[config.mk]
export PLATFORM = sky130hd
export DESIGN_NAME = sample_hold_bank
export DESIGN_NICKNAME = d
export VERILOG_FILES = /design/src/rtl/sample_hold_pkg.sv /design/src/rtl/sample_hold_chan.sv /design/src/rtl/sample_hold_bank.sv
export SDC_FILE = /design/constraint.sdc
export NUM_CORES = 1
export LEC_CHECK = 0
export ABC_CLOCK_PERIOD_IN_PS = 2900
export BUFFER_PORTS_ARGS = -buffer_cell sky130_fd_sc_hd__buf_4
export CORE_ASPECT_RATIO = 1.5
export CORE_MARGIN = 3
export CORE_UTILIZATION = 40
export CTS_CLUSTER_SIZE = 40
export DETAILED_ROUTE_END_ITERATION = 8
export PLACE_DENSITY = 0.82
export SYNTH_ARGS = -nofsm -noshare
export SYNTH_HDL_FRONTEND = slang
export SYNTH_SLANG_ARGS = --single-unit
[constraint.sdc]
create_clock -name clk -period 2.9 [get_ports clk]
set_input_delay 0.58 -clock clk [delete_from_list [all_inputs] [get_ports clk]]
set_output_delay 0.58 -clock clk [all_outputs]
set_load 0.05 [all_outputs]
[src/rtl/sample_hold_pkg.sv]
// sample_hold_pkg
//   Shared types and defaults for the sample/hold bank.
//   - hold_mode_e : what a disabled channel does (keep last value or clear to 0)
//   - cnt_w()     : bit width needed to count 0..STALE_MAX inclusive
//   - DEF_*       : default parameter values used by the bank and channel
// Optional feature macro: SAMPLE_HOLD_STALE_EN (staleness counters).
package sample_hold_pkg;

  typedef enum logic {
    HOLD_LAST = 1'b0,
    HOLD_ZERO = 1'b1
  } hold_mode_e;

  localparam int         DEF_CH        = 4;
  localparam int         DEF_DW        = 8;
  localparam int         DEF_EW        = 8;
  localparam hold_mode_e DEF_MODE      = HOLD_LAST;
  localparam int         DEF_STALE_MAX = 15;

  // Smallest width w with 2**w > max_val, i.e. $clog2(max_val+1), minimum 1.
  function automatic int cnt_w(input int max_val);
    int w;
    w = 1;
    while ((1 << w) <= max_val) w++;
    return w;
  endfunction

endpackage

[src/rtl/sample_hold_chan.sv]
// sample_hold_chan
//   One channel of the sample/hold bank: data register, change strobe and
//   (with SAMPLE_HOLD_STALE_EN defined) a saturating staleness counter.
// Ports:
//   clk, rst_n       clock (rising edge), asynchronous active-low reset
//   d   [DW-1:0]     data to load
//   en  [EW-1:0]     enable vector; channel loads when any bit is set
//   freeze           blocks loads, clears and counting
//   clr              synchronous clear (beats freeze)
//   q   [DW-1:0]     held value
//   upd              one-cycle pulse when q changed on the last edge
//   stale            counter has reached STALE_MAX (0 when feature is off)
module sample_hold_chan
  import sample_hold_pkg::*;
#(
  parameter int         DW        = DEF_DW,
  parameter int         EW        = DEF_EW,
  parameter hold_mode_e MODE      = DEF_MODE,
  parameter int         STALE_MAX = DEF_STALE_MAX
) (
  input  logic          clk,
  input  logic          rst_n,
  input  logic [DW-1:0] d,
  input  logic [EW-1:0] en,
  input  logic          freeze,
  input  logic          clr,
  output logic [DW-1:0] q,
  output logic          upd,
  output logic          stale
);

  logic          en_c;
  logic [DW-1:0] data_reg, data_next;
  logic          upd_reg, upd_next;

  assign en_c = |en;

  always_comb begin
    data_next = data_reg;
    upd_next  = 1'b0;
    if (clr) begin
      data_next = '0;
      upd_next  = (data_reg != '0);
    end else if (freeze) begin
      data_next = data_reg;
    end else if (en_c) begin
      // Rewriting an identical value is not a change, so no strobe.
      data_next = d;
      upd_next  = (d != data_reg);
    end else if (MODE == HOLD_ZERO) begin
      data_next = '0;
      upd_next  = (data_reg != '0);
    end
  end

  always_ff @(posedge clk or negedge rst_n) begin
    if (!rst_n) begin
      data_reg <= '0;
      upd_reg  <= 1'b0;
    end else begin
      data_reg <= data_next;
      upd_reg  <= upd_next;
    end
  end

  assign q   = data_reg;
  assign upd = upd_reg;

`ifdef SAMPLE_HOLD_STALE_EN
  localparam int            CW      = cnt_w(STALE_MAX);
  localparam logic [CW-1:0] CNT_MAX = CW'(STALE_MAX);

  logic [CW-1:0] cnt_reg, cnt_next;
  logic          stale_reg;

  // Counts idle (enabled-off) cycles; saturates rather than wrapping so a
  // channel idle for a long time stays stale.
  always_comb begin
    cnt_next = cnt_reg;
    if (clr) begin
      cnt_next = '0;
    end else if (freeze) begin
      cnt_next = cnt_reg;
    end else if (en_c) begin
      cnt_next = '0;
    end else if (cnt_reg != CNT_MAX) begin
      cnt_next = cnt_reg + CW'(1);
    end
  end

  // stale is decoded from the next counter value so it is a flop output yet
  // lines up with the counter register itself.
  always_ff @(posedge clk or negedge rst_n) begin
    if (!rst_n) begin
      cnt_reg   <= '0;
      stale_reg <= 1'b0;
    end else begin
      cnt_reg   <= cnt_next;
      stale_reg <= (cnt_next == CNT_MAX);
    end
  end

  assign stale = stale_reg;
`else
  assign stale = 1'b0;
`endif

endmodule

[src/rtl/sample_hold_bank.sv]
// sample_hold_bank
//   Multi-channel registered conditional-hold bank. Each channel loads its
//   data when its enable vector is non-zero; otherwise it holds (HOLD_LAST)
//   or clears (HOLD_ZERO). clr beats freeze, freeze beats loading.
// Ports:
//   clk, rst_n            clock (rising edge), asynchronous active-low reset
//   in_data  [CH*DW-1:0]  channel c at [c*DW +: DW]
//   in_en    [CH*EW-1:0]  channel c enable vector at [c*EW +: EW]
//   freeze                global load/clear/count block
//   clr                   global synchronous clear
//   out_data [CH*DW-1:0]  held values
//   out_upd  [CH-1:0]     per-channel change strobes
//   stale    [CH-1:0]     per-channel staleness flags
// Optional feature macro: SAMPLE_HOLD_STALE_EN (otherwise stale is 0).
module sample_hold_bank
  import sample_hold_pkg::*;
#(
  parameter int         CH        = DEF_CH,
  parameter int         DW        = DEF_DW,
  parameter int         EW        = DEF_EW,
  parameter hold_mode_e MODE      = DEF_MODE,
  parameter int         STALE_MAX = DEF_STALE_MAX
) (
  input  logic             clk,
  input  logic             rst_n,
  input  logic [CH*DW-1:0] in_data,
  input  logic [CH*EW-1:0] in_en,
  input  logic             freeze,
  input  logic             clr,
  output logic [CH*DW-1:0] out_data,
  output logic [CH-1:0]    out_upd,
  output logic [CH-1:0]    stale
);

  generate
    for (genvar gi = 0; gi < CH; gi++) begin : g_chan
      sample_hold_chan #(
        .DW       (DW),
        .EW       (EW),
        .MODE     (MODE),
        .STALE_MAX(STALE_MAX)
      ) u_chan (
        .clk   (clk),
        .rst_n (rst_n),
        .d     (in_data[gi*DW +: DW]),
        .en    (in_en[gi*EW +: EW]),
        .freeze(freeze),
        .clr   (clr),
        .q     (out_data[gi*DW +: DW]),
        .upd   (out_upd[gi]),
        .stale (stale[gi])
      );
    end
  endgenerate

endmodule

==> run summary, run 1 <==
Hold_buf cts -> 0
Required time worst endpoint -> 2.32 ns
Area share of the largest cell type after synthesis -> 0.454
Core Area -> 4650 sq um
Setup TNS Final -> 0 ns
Vias in the first global route -> 1,814
Post-DRT Antenna Nets -> 0
Io pins -> 108
Distinct cells, synth -> 16
# port buffers -> 103
Setup CP Type -> flop to output pin
Run status -> completed
Area of the multi-input gates -> 1010 sq um
Worst path slowest cell -> dfrtp_1
Reg clk slew, reported paths -> 0.07 ns
Most frequent cells in the layout -> buf_4, dfrtp_1, xnor2_1, a22o_1
Hold crit path type -> input port to async pin
Crit-path max FO -> 4
Met1 Resource Use GR -> 0.222
Peak supply drop -> 0.333 mV
Initial antenna violation count -> 0
Register area share after synthesis -> 0.454
Delay-heaviest family, CP -> flip-flops
DP Area -> 2770 sq um
Final hold vios -> 0
First-pass GRT wire length -> 8.60 mm
Most common cell after layout, fill and taps aside -> buf_4
Final worst-path cycle share -> 0.521
Total power -> 0.00135 W
CTS tree -> yes
# diodes -> 0
Die footprint -> 5860 sq um
H-tree depth -> 2
Place WS -> 1.07 ns
Nets@finish -> 331
Crit path cell chain -> buf_4
Num rows -> 30
CP peak stage delay -> 0.42 ns
FF/Latch Area -> 901 sq um
Buf/Inv on CP -> 1
Largest net degree at the start of global routing -> 37
Cts repair resizes -> 0
Clock sink count -> 36
WL final -> 5.13 mm
Number of flip-flops in the largest register -> 32
Met3 Resource Use GR -> 0.0564
Cts bufs inserted -> 5
Initial core utilization -> 0.426
Die height -> 92.3 microns
HPWL Detailed -> 4.06 mm
LEAKAGE -> 1.31 nW
Synth warn -> 0
Syn avg cell area -> 12.4 sq um
Max-slew violation count -> 0
Tmin final -> 1.51 ns
Clock root buffer -> clkbuf_8
Largest area contributor in the netlist -> dfrtp_1
Final non-filler cell area -> 2860 sq um
GR Util met2 -> 0.319
Drt first pass iters -> 4
Clk_skew -> 0.00299 ns
Clk buf depth -> 2
DR WL/cell -> 15.7 microns
Max Cap Viol -> 0
DRC Markers -> 0
Grt ovf -> 0
Setup Buffers After CTS -> 0
Max frequency -> 0.662 GHz
GRT Resource Usage Total -> 0.185
Layout area overhead -> 44.3%
Latest clock arrival within the worst-skew pair -> 0.27 ns
Synthesis-stage register bit count -> 36
Pwr Density -> 470 nW/um^2
RSZ-0062 raised after global routing -> false
Nature of the critical path startpoint -> flop
Setup ws final -> 1.39 ns
Post-Syn Area -> 1980 sq um
Busiest grt layer -> met2
Setup Viol. Count Final -> 0
Layout cells sized above 1 -> 0.479
Synth area leaders -> dfrtp_1, a22o_1, xnor2_1, nor4_4, a21oi_4
Filler cells -> 425
DRT iter0 DRCs -> 35
Worst Path Arrival -> 0.93 ns
Min Hold Slack -> 0.252 ns
Crit. End Element -> output pin
Cell count after synthesis -> 160
Die X -> 63.5 microns
Gpl congestion -> 0.750
Drt via density -> 5.13
DR vias -> 1,676
==> power by group <==
| group | leakage (nW) | internal [W] | total, W | switching, W |
|---|---|---|---|---|
| Combinational | 0.785 | 0.000169 | 0.000402 | 0.000233 |
| Clock | 0.0503 | 0.000212 | 0.000377 | 0.000165 |
| Sequential | 0.472 | 0.000533 | 0.000566 | 0.0000330 |
==> worst register-to-register path, cell delays in order (launching register included) <==
cell	delay [ns]
dfrtp_1	0.42
or4_1	0.54
o21ai_1	0.14
nand2_1	0.06
==> synthesized netlist by cell type (all sizes together) <==
cell / n
nor2: 4
a21oi: 8
nor4: 8
xnor2: 32
conb: 1
or4: 8
a22o: 32
nand2: 4
o21ai: 8
nand4: 8
dfrtp: 36
or2: 1
buf: 10
==> layer usage <==
| metal | vias to the layer above | wire, microns |
|---|---|---|
| met5 | - | 0 |
| met4 | 0 | 26 |
| met3 | 2 | 426 |
| met2 | 70 | 2710 |
| met1 | 797 | 1960 |
| li1 | 807 | - |
==> worst paths after layout <==
kind	to	start	depth (start not counted)	slack, ns
max in group asynchronous	g_chan[1].u_chan.q[0]	rst_n	1	2.33
hold / removal	g_chan[3].u_chan.q[6]	rst_n	1	0.25
hold reg to reg	g_chan[1].u_chan.q[2]	g_chan[1].u_chan.q[2]	1	0.56
setup / recovery	out_data[2]	g_chan[0].u_chan.q[2]	1	1.39
min in group clk	g_chan[0].u_chan.q[4]	in_data[4]	2	0.54
setup reg to reg	g_chan[0].u_chan.upd	g_chan[0].u_chan.q[4]	3	1.63
==> logic make-up after synthesis <==
logic type	share of synthesized area
other cells	0.00189
buf+inv	0.0416
simple gates	0.157
flops	0.454
compound gates	0.204
xor+xnor	0.141
==> layout make-up <==
type | instances | area share
timing repair buffer | 103 | 0.270
multi-input combinational | 117 | 0.354
tap | 64 | 0.0280
clock buffer | 7 | 0.0337
sequential | 36 | 0.315
==> metrics by stage <==
| stage | utilization | std cells |
|---|---|---|
| global placement | 0.594 | 320 |
| detailed placement | 0.594 | 320 |
| finish | 0.615 | 327 |
| floorplan | - | 163 |
| CTS | 0.615 | 327 |
| global route | 0.615 | 327 |
Power figures use the tool's default switching activity.
==> run 2: changes to the inputs <==
--- a/config.mk
+++ b/config.mk
@@ -5,7 +5,7 @@
 export SDC_FILE = /design/constraint.sdc
 export NUM_CORES = 1
 export LEC_CHECK = 0
-export ABC_CLOCK_PERIOD_IN_PS = 2900
+export ABC_CLOCK_PERIOD_IN_PS = 1400
 export BUFFER_PORTS_ARGS = -buffer_cell sky130_fd_sc_hd__buf_4
 export CORE_ASPECT_RATIO = 1.5
 export CORE_MARGIN = 3
==> constraint.sdc (replaced) <==
create_clock -name clk -period 1.4 [get_ports clk]
set_input_delay 0.28 -clock clk [delete_from_list [all_inputs] [get_ports clk]]
set_output_delay 0.28 -clock clk [all_outputs]
set_load 0.05 [all_outputs]
==> run 2 against run 1 <==
Register-to-register slack got worse by 1.5 ns. Sequential share of layout area decreased by 0.056 points. Largest power group unchanged. Count of clock-buffer cells in the layout increased by 1. Via count increased by 2.9%. Cell count increased by 2.4%. Critical path type is now flop to flop. Worst setup slack got worse by 1.3 ns. Global-route usage about the same. Largest cell class unchanged. Non-clock buffer count increased by 7. Total power increased by 110%.
==> run summary, run 2 (synthesis gave the netlist of run 1 again) <==
Max Cap Viol -> 0 (unchanged)
Initial core utilization -> 0.426 (unchanged)
Tmin final -> 1.30 ns
Crit. End Element -> flop (was output pin)
Filler cells -> 440 (was 425)
Max frequency -> 0.770 GHz
Layout cells sized above 1 -> 0.542 (was 0.479)
Core Area -> 4650 sq um (unchanged)
Most frequent cells in the layout -> buf_4, xnor2_1, a22o_1, dfrtp_1, dfrtp_2 (was buf_4, dfrtp_1, xnor2_1, a22o_1)
Placed Cells -> 326 (was 320)
Setup Buffers After CTS -> 0 (unchanged)
First-pass GRT wire length -> 8.63 mm (was 8.60 mm)
Setup Viol. Count Final -> 0 (unchanged)
Die footprint -> 5860 sq um (unchanged)
Post-DRT Antenna Nets -> 0 (unchanged)
Reg clk slew, reported paths -> 0.07 ns (about the same)
Internal Pwr Total -> 0.00187 W (was 0.000914 W)
Fin cells -> 335 (was 327)
DRT iter0 DRCs -> 56 (was 35)
Nets@finish -> 338 (was 331)
Critical path endpoint -> g_chan[2].u_chan.upd (was out_data[2])
Min Hold Slack -> 0.235 ns (was 0.252 ns)
Reg-to-reg slack, setup -> 0.10 ns (was 1.63 ns)
Grt ovf -> 0 (unchanged)
Cts bufs inserted -> 5 (unchanged)
Clk buf depth -> 2 (unchanged)
DR vias -> 1,725 (was 1,676)
Clock sink count -> 36 (unchanged)
Worst R2R Start -> g_chan[2].u_chan.q[0] (was g_chan[0].u_chan.q[4])
Setup CP Type -> flop to flop (was flop to output pin)
RSZ-0062 raised after global routing -> false (unchanged)
Setup TNS Final -> 0 ns (unchanged)
Gpl congestion -> 0.782 (was 0.750)
Run status -> completed (unchanged)
Latest clock arrival within the worst-skew pair -> 0.28 ns (was 0.27 ns)
Max-slew violation count -> 0 (unchanged)
DR WL/cell -> 15.6 microns (was 15.7 microns)
DP Area -> 2830 sq um (was 2770 sq um)
H-tree depth -> 2 (unchanged)
Clk_skew -> 0.00178 ns (was 0.00299 ns)
Cts repair resizes -> 0 (unchanged)
Sw Ratio -> 0.325 (was 0.320)
WL final -> 5.22 mm (was 5.13 mm)
Drt first pass iters -> 4 (unchanged)
Hold crit path type -> input port to flop (was input port to async pin)
# port buffers -> 103 (unchanged)
Most common cell after layout, fill and taps aside -> buf_4 (unchanged)
Pwr Density -> 945 nW/um^2 (was 470 nW/um^2)
HPWL Detailed -> 4.10 mm (was 4.06 mm)
Reg2Reg Capture Point -> g_chan[2].u_chan.upd (was g_chan[0].u_chan.upd)
Vias in the first global route -> 1,819 (was 1,814)
Final hold vios -> 0 (unchanged)
Final non-filler cell area -> 2930 sq um (was 2860 sq um)
Peak supply drop -> 0.698 mV (was 0.333 mV)
DRC Markers -> 0 (unchanged)
Initial antenna violation count -> 0 (unchanged)
Final worst-path cycle share -> 0.927
Flop pwr share -> 0.426 (was 0.421)
# diodes -> 0 (unchanged)
Largest net degree at the start of global routing -> 37 (unchanged)
Number of flip-flops in the largest register -> 32 (unchanged)
Clock root buffer -> clkbuf_8 (unchanged)
Sw power -> 0.000900 W (was 0.000431 W)
Io pins -> 108 (unchanged)
Crit path from -> g_chan[2].u_chan.q[0] (was g_chan[0].u_chan.q[2])
Required time worst endpoint -> 1.57 ns (was 2.32 ns)
Nature of the critical path startpoint -> flop (unchanged)
Layout area overhead -> 47.7% (was 44.3%)
Drt via density -> 5.15 (was 5.13)
Num rows -> 30 (unchanged)
Logic gate share of total power -> 0.305 (was 0.299)
Die height -> 92.3 microns (unchanged)
Crit-path max FO -> 4 (unchanged)
CTS tree -> yes (unchanged)
Worst Path Arrival -> 1.46 ns (was 0.93 ns)
LEAKAGE -> 1.31 nW (about the same)
Clk network pwr share -> 0.269 (was 0.280)
GRT Resource Usage Total -> 0.185 (about the same)
Worst r2r path cells -> 3 (unchanged)
Die X -> 63.5 microns (unchanged)
Hold_buf cts -> 1 (was 0)
## run 2: changes by cell type in the layout (fill, tap and decap cells not counted), sizes merged
cell         before  now
dlygate4sd3       0    1
buf             103  109
clkbuf            7    8
## run 2: cell type report
cell class                      instances  area (sq um)  share of cell area
Clock buffer                            8          90.1              0.0307
Multi-Input combinational cell        117          1010               0.345
Sequential cell                        36           921               0.314
Tap cell                               64          80.1              0.0273
Timing Repair Buffer                  110           828               0.283
## run 2: critical path, cell delays in order (launching register included)
cell and delay [ns]:
dfrtp_2 0.43, or4_1 0.53, o21ai_1 0.15, nand2_1 0.07
## run 2: how the worst min path moves through the flow
stage                startpoint               endpoint  slack (ns)  cells past startpoint
detailed placement        rst_n  g_chan[2].u_chan.q[6]        0.26                      1
finish              in_data[22]  g_chan[2].u_chan.q[6]        0.24                      2
floorplan                 rst_n  g_chan[0].u_chan.q[0]       -0.02                      0
CTS                 in_data[22]  g_chan[2].u_chan.q[6]        0.22                      2
global placement          rst_n  g_chan[2].u_chan.q[6]        0.26                      1
global route         in_data[7]  g_chan[0].u_chan.q[7]        0.23                      2
## run 2: routing by layer
| layer | vias up | routed length, microns | global-route usage |
|---|---|---|---|
| met4 | 0 | 80 | 0.0613 |
| met2 | 82 | 2620 | 0.316 |
| met3 | 7 | 389 | 0.0576 |
| li1 | 814 | - | - |
| met1 | 822 | 2130 | 0.218 |
| met5 | - | 0 | 0 |
## run 2: power groups by stage
stage               logic [W]  clock network, W  registers (W)
floorplan            0.000336                 0        0.00137
global placement     0.000839                 0        0.00120
detailed placement   0.000851                 0        0.00120
CTS                  0.000855          0.000763        0.00118
global route         0.000900          0.000820        0.00119
finish               0.000846          0.000745        0.00118
## run 2: stage by stage
step                       util  total power (W)  setup slack (ns)
after global routing      0.630          0.00291           0.00534
after detailed placement  0.608          0.00205          -0.00760
after CTS                 0.630          0.00280            0.0860
after floorplan               -          0.00171            0.0148
after global placement    0.608          0.00204           0.00499
final                     0.630          0.00277             0.102
